## src/rtl/uart_pkg.sv

```systemverilog
// rtl/uart_pkg.sv - shared register map, status layout and FSM state type for the UART TX buffer
package uart_pkg;

    localparam logic [31:0] UART_DATA_OFS   = 32'h0000_0000;
    localparam logic [31:0] UART_STATUS_OFS = 32'h0000_0004;

    localparam int STAT_OVF_BIT   = 15;
    localparam int STAT_FULL_BIT  = 14;
    localparam int STAT_EMPTY_BIT = 13;

    typedef enum logic [1:0] {
        TXB_IDLE = 2'd0,
        TXB_SEND = 2'd1,
        TXB_GAP  = 2'd2
    } txb_state_e;

    // Packs the STATUS word: flags in the upper byte of the low half, count in the low byte.
    function automatic logic [31:0] status_word(input logic ovf, input logic full,
                                                input logic empty, input logic [7:0] cnt);
        logic [31:0] w;
        w                 = 32'h0;
        w[STAT_OVF_BIT]   = ovf;
        w[STAT_FULL_BIT]  = full;
        w[STAT_EMPTY_BIT] = empty;
        w[7:0]            = cnt;
        return w;
    endfunction

endpackage

```

## src/rtl/byte_fifo.sv

```systemverilog
// rtl/byte_fifo.sv - synchronous FIFO with registered read data and occupancy count
module byte_fifo #(
    parameter int WIDTH = 8,
    parameter int DEPTH = 16,
    localparam int AW   = (DEPTH > 1) ? $clog2(DEPTH) : 1,
    localparam int CW   = $clog2(DEPTH) + 1
) (
    input  logic             clk_i,
    input  logic             rst_ni,
    input  logic             push_i,
    input  logic             pop_i,
    input  logic [WIDTH-1:0] din_i,
    output logic [WIDTH-1:0] dout_o,
    output logic             full_o,
    output logic             empty_o,
    output logic [CW-1:0]    count_o
);

    logic [WIDTH-1:0] mem_q [DEPTH];
    logic [AW-1:0]    wr_ptr_q;
    logic [AW-1:0]    rd_ptr_q;
    logic [CW-1:0]    count_q;
    logic [WIDTH-1:0] dout_q;
    logic             do_push;
    logic             do_pop;

    assign full_o  = (count_q == CW'(DEPTH));
    assign empty_o = (count_q == '0);
    assign count_o = count_q;
    assign dout_o  = dout_q;

    // A push into a full FIFO is only safe when the same cycle frees a slot.
    assign do_pop  = pop_i && !empty_o;
    assign do_push = push_i && (!full_o || do_pop);

    // Storage array; contents are don't-care until written, so no reset.
    always_ff @(posedge clk_i) begin
        if (do_push) begin
            mem_q[wr_ptr_q] <= din_i;
        end
    end

    // Pointers wrap naturally at DEPTH (power of two); read data is captured on pop and held.
    always_ff @(posedge clk_i or negedge rst_ni) begin
        if (!rst_ni) begin
            wr_ptr_q <= '0;
            rd_ptr_q <= '0;
            count_q  <= '0;
            dout_q   <= '0;
        end else begin
            if (do_push) begin
                wr_ptr_q <= wr_ptr_q + AW'(1);
            end
            if (do_pop) begin
                rd_ptr_q <= rd_ptr_q + AW'(1);
                dout_q   <= mem_q[rd_ptr_q];
            end
            case ({do_push, do_pop})
                2'b10:   count_q <= count_q + CW'(1);
                2'b01:   count_q <= count_q - CW'(1);
                default: count_q <= count_q;
            endcase
        end
    end

endmodule

```

## src/rtl/uart_tx_buffer.sv

```systemverilog
// rtl/uart_tx_buffer.sv - MMIO byte queue that paces bytes into a UART transmitter
module uart_tx_buffer
    import uart_pkg::*;
#(
    parameter int          DEPTH      = 16,
    parameter logic [31:0] BASE_ADDR  = 32'hF000_0000,
    parameter int          GAP_CYCLES = 2
) (
    input  logic        sys_clk_i,
    input  logic        sys_rstn_i,
    input  logic        bus_we_i,
    input  logic        bus_re_i,
    input  logic [31:0] bus_addr_i,
    input  logic [31:0] bus_wdata_i,
    output logic [31:0] bus_rdata_o,
    input  logic        uart_busy_i,
    output logic        uart_wr_o,
    output logic [7:0]  uart_dat_o,
    output logic        overflow_o
);

    localparam int CW = $clog2(DEPTH) + 1;
    localparam int GW = $clog2(GAP_CYCLES + 1);

    logic          sel_data;
    logic          sel_stat;
    logic          data_store;
    logic          push_drop;
    logic          ovf_clear;
    logic          fifo_pop;
    logic          fifo_full;
    logic          fifo_empty;
    logic [CW-1:0] fifo_count;
    logic [7:0]    fifo_dout;
    logic [7:0]    cnt8;

    logic          ovf_q;
    logic          ovf_d;
    logic [31:0]   rdata_q;
    logic [31:0]   rdata_d;
    txb_state_e    state_q;
    logic          wr_q;
    logic [GW-1:0] gap_q;

    logic          unused_wdata;
    assign unused_wdata = ^{bus_wdata_i[31:16], bus_wdata_i[14:8]};

    assign sel_data   = (bus_addr_i == BASE_ADDR + UART_DATA_OFS);
    assign sel_stat   = (bus_addr_i == BASE_ADDR + UART_STATUS_OFS);
    assign data_store = bus_we_i && sel_data;

    // The head is taken only from IDLE, after the gap has expired and busy is low.
    assign fifo_pop   = (state_q == TXB_IDLE) && !fifo_empty && !uart_busy_i;
    assign push_drop  = data_store && fifo_full && !fifo_pop;
    assign ovf_clear  = bus_we_i && sel_stat && bus_wdata_i[STAT_OVF_BIT];
    assign cnt8       = 8'(fifo_count);

    byte_fifo #(
        .WIDTH (8),
        .DEPTH (DEPTH)
    ) u_fifo (
        .clk_i   (sys_clk_i),
        .rst_ni  (sys_rstn_i),
        .push_i  (data_store),
        .pop_i   (fifo_pop),
        .din_i   (bus_wdata_i[7:0]),
        .dout_o  (fifo_dout),
        .full_o  (fifo_full),
        .empty_o (fifo_empty),
        .count_o (fifo_count)
    );

    // Sticky overflow: a dropped byte sets it and beats a same-cycle clear.
    always_comb begin
        ovf_d = ovf_q;
        if (push_drop) begin
            ovf_d = 1'b1;
        end else if (ovf_clear) begin
            ovf_d = 1'b0;
        end
    end

    // Load data: STATUS reflects the state in the cycle of the load; everything else reads 0.
    always_comb begin
        rdata_d = 32'h0;
        if (bus_re_i && sel_stat) begin
            rdata_d = status_word(ovf_q, fifo_full, fifo_empty, cnt8);
        end
    end

    // Register file outputs: overflow flag and load-return data.
    always_ff @(posedge sys_clk_i or negedge sys_rstn_i) begin
        if (!sys_rstn_i) begin
            ovf_q   <= 1'b0;
            rdata_q <= 32'h0;
        end else begin
            ovf_q   <= ovf_d;
            rdata_q <= rdata_d;
        end
    end

    // Drain FSM: one-cycle strobe, then a hold-off so a late-rising busy is seen before the next pop.
    always_ff @(posedge sys_clk_i or negedge sys_rstn_i) begin
        if (!sys_rstn_i) begin
            state_q <= TXB_IDLE;
            wr_q    <= 1'b0;
            gap_q   <= '0;
        end else begin
            case (state_q)
                TXB_IDLE: begin
                    if (fifo_pop) begin
                        wr_q    <= 1'b1;
                        state_q <= TXB_SEND;
                    end
                end
                TXB_SEND: begin
                    wr_q    <= 1'b0;
                    gap_q   <= GW'(GAP_CYCLES);
                    state_q <= TXB_GAP;
                end
                TXB_GAP: begin
                    if (gap_q <= GW'(1)) begin
                        gap_q   <= '0;
                        state_q <= TXB_IDLE;
                    end else begin
                        gap_q <= gap_q - GW'(1);
                    end
                end
                default: begin
                    wr_q    <= 1'b0;
                    gap_q   <= '0;
                    state_q <= TXB_IDLE;
                end
            endcase
        end
    end

    assign uart_wr_o   = wr_q;
    assign uart_dat_o  = fifo_dout;
    assign overflow_o  = ovf_q;
    assign bus_rdata_o = rdata_q;

endmodule

```

## config.mk

```make
export PLATFORM = sky130hd
export DESIGN_NAME = uart_tx_buffer
export DESIGN_NICKNAME = d
export VERILOG_FILES = /design/src/rtl/uart_pkg.sv /design/src/rtl/byte_fifo.sv /design/src/rtl/uart_tx_buffer.sv
export SDC_FILE = /design/constraint.sdc
export NUM_CORES = 1
export LEC_CHECK = 0
export CAP_MARGIN = 20
export CORE_AREA = 2 2 121 241
export DETAILED_ROUTE_END_ITERATION = 6
export DIE_AREA = 0 0 123 243
export PLACE_DENSITY_LB_ADDON = 0.2
export SYNTH_ARGS = -nofsm -noshare
export SYNTH_HDL_FRONTEND = slang
export SYNTH_SLANG_ARGS = --single-unit
```

## constraint.sdc

```tcl
create_clock -name sys_clk_i -period 4.8 [get_ports sys_clk_i]
set_input_delay 0.48 -clock sys_clk_i [delete_from_list [all_inputs] [get_ports sys_clk_i]]
set_output_delay 0.48 -clock sys_clk_i [all_outputs]
set_load 0.01 [all_outputs]
```

==> impl_metrics.json <==
{
  "clk_path_buf_depth": 2,
  "cp_common_cell": "ha_1",
  "synth_top_area_share_pct": 55.41,
  "std_cell_rows": 87,
  "final_layout_size_suffix_gt1_share_pct": 14.40,
  "finalWirelength_um": 16000,
  "hp-class": "input port to async pin",
  "worst_slack_ns": 1.346,
  "crit_chain": "or4_4, o21ai_4, inv_2, ha_1, xor2_1, ha_1, nor2b_1, o21ai_0, a21oi_1, nor4b_1",
  "finalCritPeriodShare_pct": 71.97,
  "yosys_warnings": 0,
  "p_leak_nw": 2.902,
  "synthTopCellsByArea": "edfxtp_1, dfrtp_1, mux4_2, buf_4, ha_1",
  "route.detailed.drc": 0,
  "startpoint_type": "flip-flop",
  "ioPinCount": 111,
  "grt_util_all_layers_pct": 11.39,
  "required_ns": 5.12,
  "drt_pre_antenna_iters": 4,
  "utilization_pct": 29.96,
  "start_util_pct": 24.70,
  "endpoint_kind": "flip-flop",
  "dieArea_sq_um": 29890,
  "cts.repair.resized": 0,
  "cts-buffers-inserted": 17,
  "synth_top_area_cell": "edfxtp_1",
  "num_vias": 3737,
  "post_cts_buffers": 0,
  "ys_ff_latch": 163,
  "slew_headroom_pct": 42.76,
  "synthArstFlopShare_pct": 21.47,
  "status": "complete, no violations",
  "dieHeight_um": 243,
  "ant_nets": 0,
  "core_sq_um": 28080,
  "synthDistinctLibCells": 49,
  "clock_insertion_delay_worst_skew_ns": 0.43,
  "areaGrowthSynthToFinish_pct": 21.30,
  "syn_area_sq_um": 6937,
  "grt_max_degree": 36,
  "antenna_found_initial": 0,
  "hpwl_um": 11290,
  "drt_iter0_markers": 190,
  "nFillCells": 2792,
  "setup_violations": 0,
  "place_congestion": 0.7346,
  "cts-root-buf": "clkbuf_16",
  "fmax_mhz": 289.5,
  "path_class": "flip-flop to flip-flop",
  "synth_edf_count": 128,
  "port_buffers": 63,
  "insertedDiodeCount": 0,
  "num-nets-final": 569,
  "cts_tree": "done",
  "maxCapViolations": 0,
  "viasPerCell": 4.366,
  "powerDensity_nw_per_um2": 361.1,
  "finalSetupTns_ns": 0,
  "vdd_ir_drop_max_uv": 254.9,
  "critPathArrivalTime_ns": 3.78,
  "synth_ff_type": "edfxtp_1",
  "wl_per_cell_um": 18.69,
  "grt_pass1_wl_um": 24280,
  "slowest_stage": "or4_4",
  "postCtsHoldBufs": 0,
  "worst_pin_slew_ns": 0.8587,
  "cts.htree.levels": 4,
  "overflow": 0,
  "synth_area_per_cell_sq_um": 16.56,
  "crit_fanout": 19,
  "clock_sinks": 163,
  "syn_inst": 419,
  "clkSlewWorstSetupHoldPaths_ns": 0.06,
  "critPathTopFamily": "simple AND/OR/NAND/NOR gates",
  "path_buf_inv": 1,
  "grt_setup_unrepaired": "false",
  "die_w_um": 123,
  "hold_viol": 0,
  "seq_area_frac_synth_pct": 68.04,
  "period_minus_slack_ns": 3.455,
  "dp_worst_setup_slack_ns": 1.001,
  "grt_pass1_vias": 4003,
  "slowest_delay_ns": 0.60,
  "slew_violations": 0,
  "fin_skew_ns": 0.006683
}
==> worst reg2reg max path, delay by kind of cell, from the launching register on <==
kind,cells,cell delay (ns)
flops,1,0.49
compound gates,3,0.86
simple gates,3,1.03
xor+xnor,1,0.19
buf+inv,1,0.17
fa+ha+maj,2,0.60
==> report_power, final <==
group / total, W / switching (W) / internal [W]
clock: 0.00130 / 0.000556 / 0.000744
combinational: 0.000168 / 0.0000770 / 0.0000913
sequential: 0.00157 / 0.0000196 / 0.00155
==> through the flow <==
step,std cells,total power [W],instance area (sq um),hold slack (ns)
after floorplan,442,0.001656,7023,0.1844
after global placement,823,0.001770,7846,0.4774
after detailed placement,823,0.001774,7846,0.4839
after CTS,855,0.003074,8409,0.1961
after global routing,856,0.003155,8414,0.2294
final,856,0.003038,8414,0.1633
==> layout make-up <==
class	instances	area, sq um	share of cell area (%)
Tap cell	356	445.4	5.294
Multi-Input combinational cell	227	1991	23.66
Clock inverter	11	102.6	1.219
Timing Repair Buffer	67	653.1	7.762
Inverter	11	41.29	0.4907
Sequential cell	163	4721	56.10
Clock buffer	21	460.4	5.472
==> state kept, by name, indices dropped and copies added (netlist names), 2 cells and up <==
register / flops
u_fifo.mem_q: 128
bus_rdata_o: 8
u_fifo.dout_o: 8
u_fifo.count_o: 5
u_fifo.rd_ptr_q: 4
u_fifo.wr_ptr_q: 4
gap_q: 2
state_q: 2
==> synthesized netlist by cell type, types with 4 or more instances <==
master	instances
edfxtp_1	128
dfrtp_1	35
mux4_2	26
buf_4	25
nand2_1	18
mux2i_1	14
o21ai_0	14
and3_1	13
ha_1	13
and2_1	11
inv_1	10
a22oi_1	8
nor4_1	8
o31ai_1	8
buf_2	7
clkbuf_1	7
o22ai_1	7
nor2b_1	6
xnor2_1	5
xor2_1	5
mux2_2	4
nand4_1	4
nor2_1	4
==> routing by layer <==
metal	global-route usage, %	part of all wire (%)	vias to the layer above
met5	0	0	-
met4	4.345	1.8	0
met3	2.585	2.7	15
met2	21.92	59	88
met1	11.44	36	1922
li1	-	-	1712
==> layout by cell type (no fill, tap or decap), types with 4 or more instances in the layout <==
| master | count |
|---|---|
| conb_1 | 24 |
| xnor2_1 | 5 |
| mux4_2 | 26 |
| nand4_1 | 4 |
| nand2_1 | 18 |
| xor2_1 | 5 |
| o21ai_0 | 14 |
| clkdlybuf4s50_1 | 62 |
| o31ai_1 | 8 |
| ha_1 | 13 |
| a22oi_1 | 8 |
| and2_1 | 11 |
| nor4_1 | 8 |
| edfxtp_1 | 128 |
| and3_1 | 13 |
| o22ai_1 | 7 |
| nor2b_1 | 6 |
| mux2_2 | 4 |
| mux2i_1 | 14 |
| dfrtp_1 | 34 |
| nor2_1 | 4 |
| clkbuf_16 | 17 |
| inv_1 | 10 |
==> logic make-up (layout without fill, tap and decap cells) <==
kind of cell,after synthesis,in the layout,share of synthesized area (%)
fa+ha+maj,13,13,2.345
other cells,1,24,0.05406
xor+xnor,10,10,1.263
mux,45,45,11.33
flops,163,163,68.04
compound gates,49,49,5.033
simple gates,86,86,7.432
buf+inv,52,110,4.509
==> final timing paths <==
path / end / slack, ns / cells after the start / from
max: u_fifo.count_o[4] / 1.35 / 10 / u_fifo.count_o[1]
min: bus_rdata_o[13] / 0.16 / 1 / sys_rstn_i
max reg2reg: u_fifo.count_o[4] / 1.35 / 10 / u_fifo.count_o[1]
min reg2reg: u_fifo.dout_o[3] / 0.50 / 2 / u_fifo.dout_o[3]
max in group asynchronous: u_fifo.rd_ptr_q[1] / 4.04 / 1 / sys_rstn_i
min in group sys_clk_i: u_fifo.dout_o[3] / 0.50 / 2 / u_fifo.dout_o[3]
No activity file was read; power rests on OpenSTA's default activity.
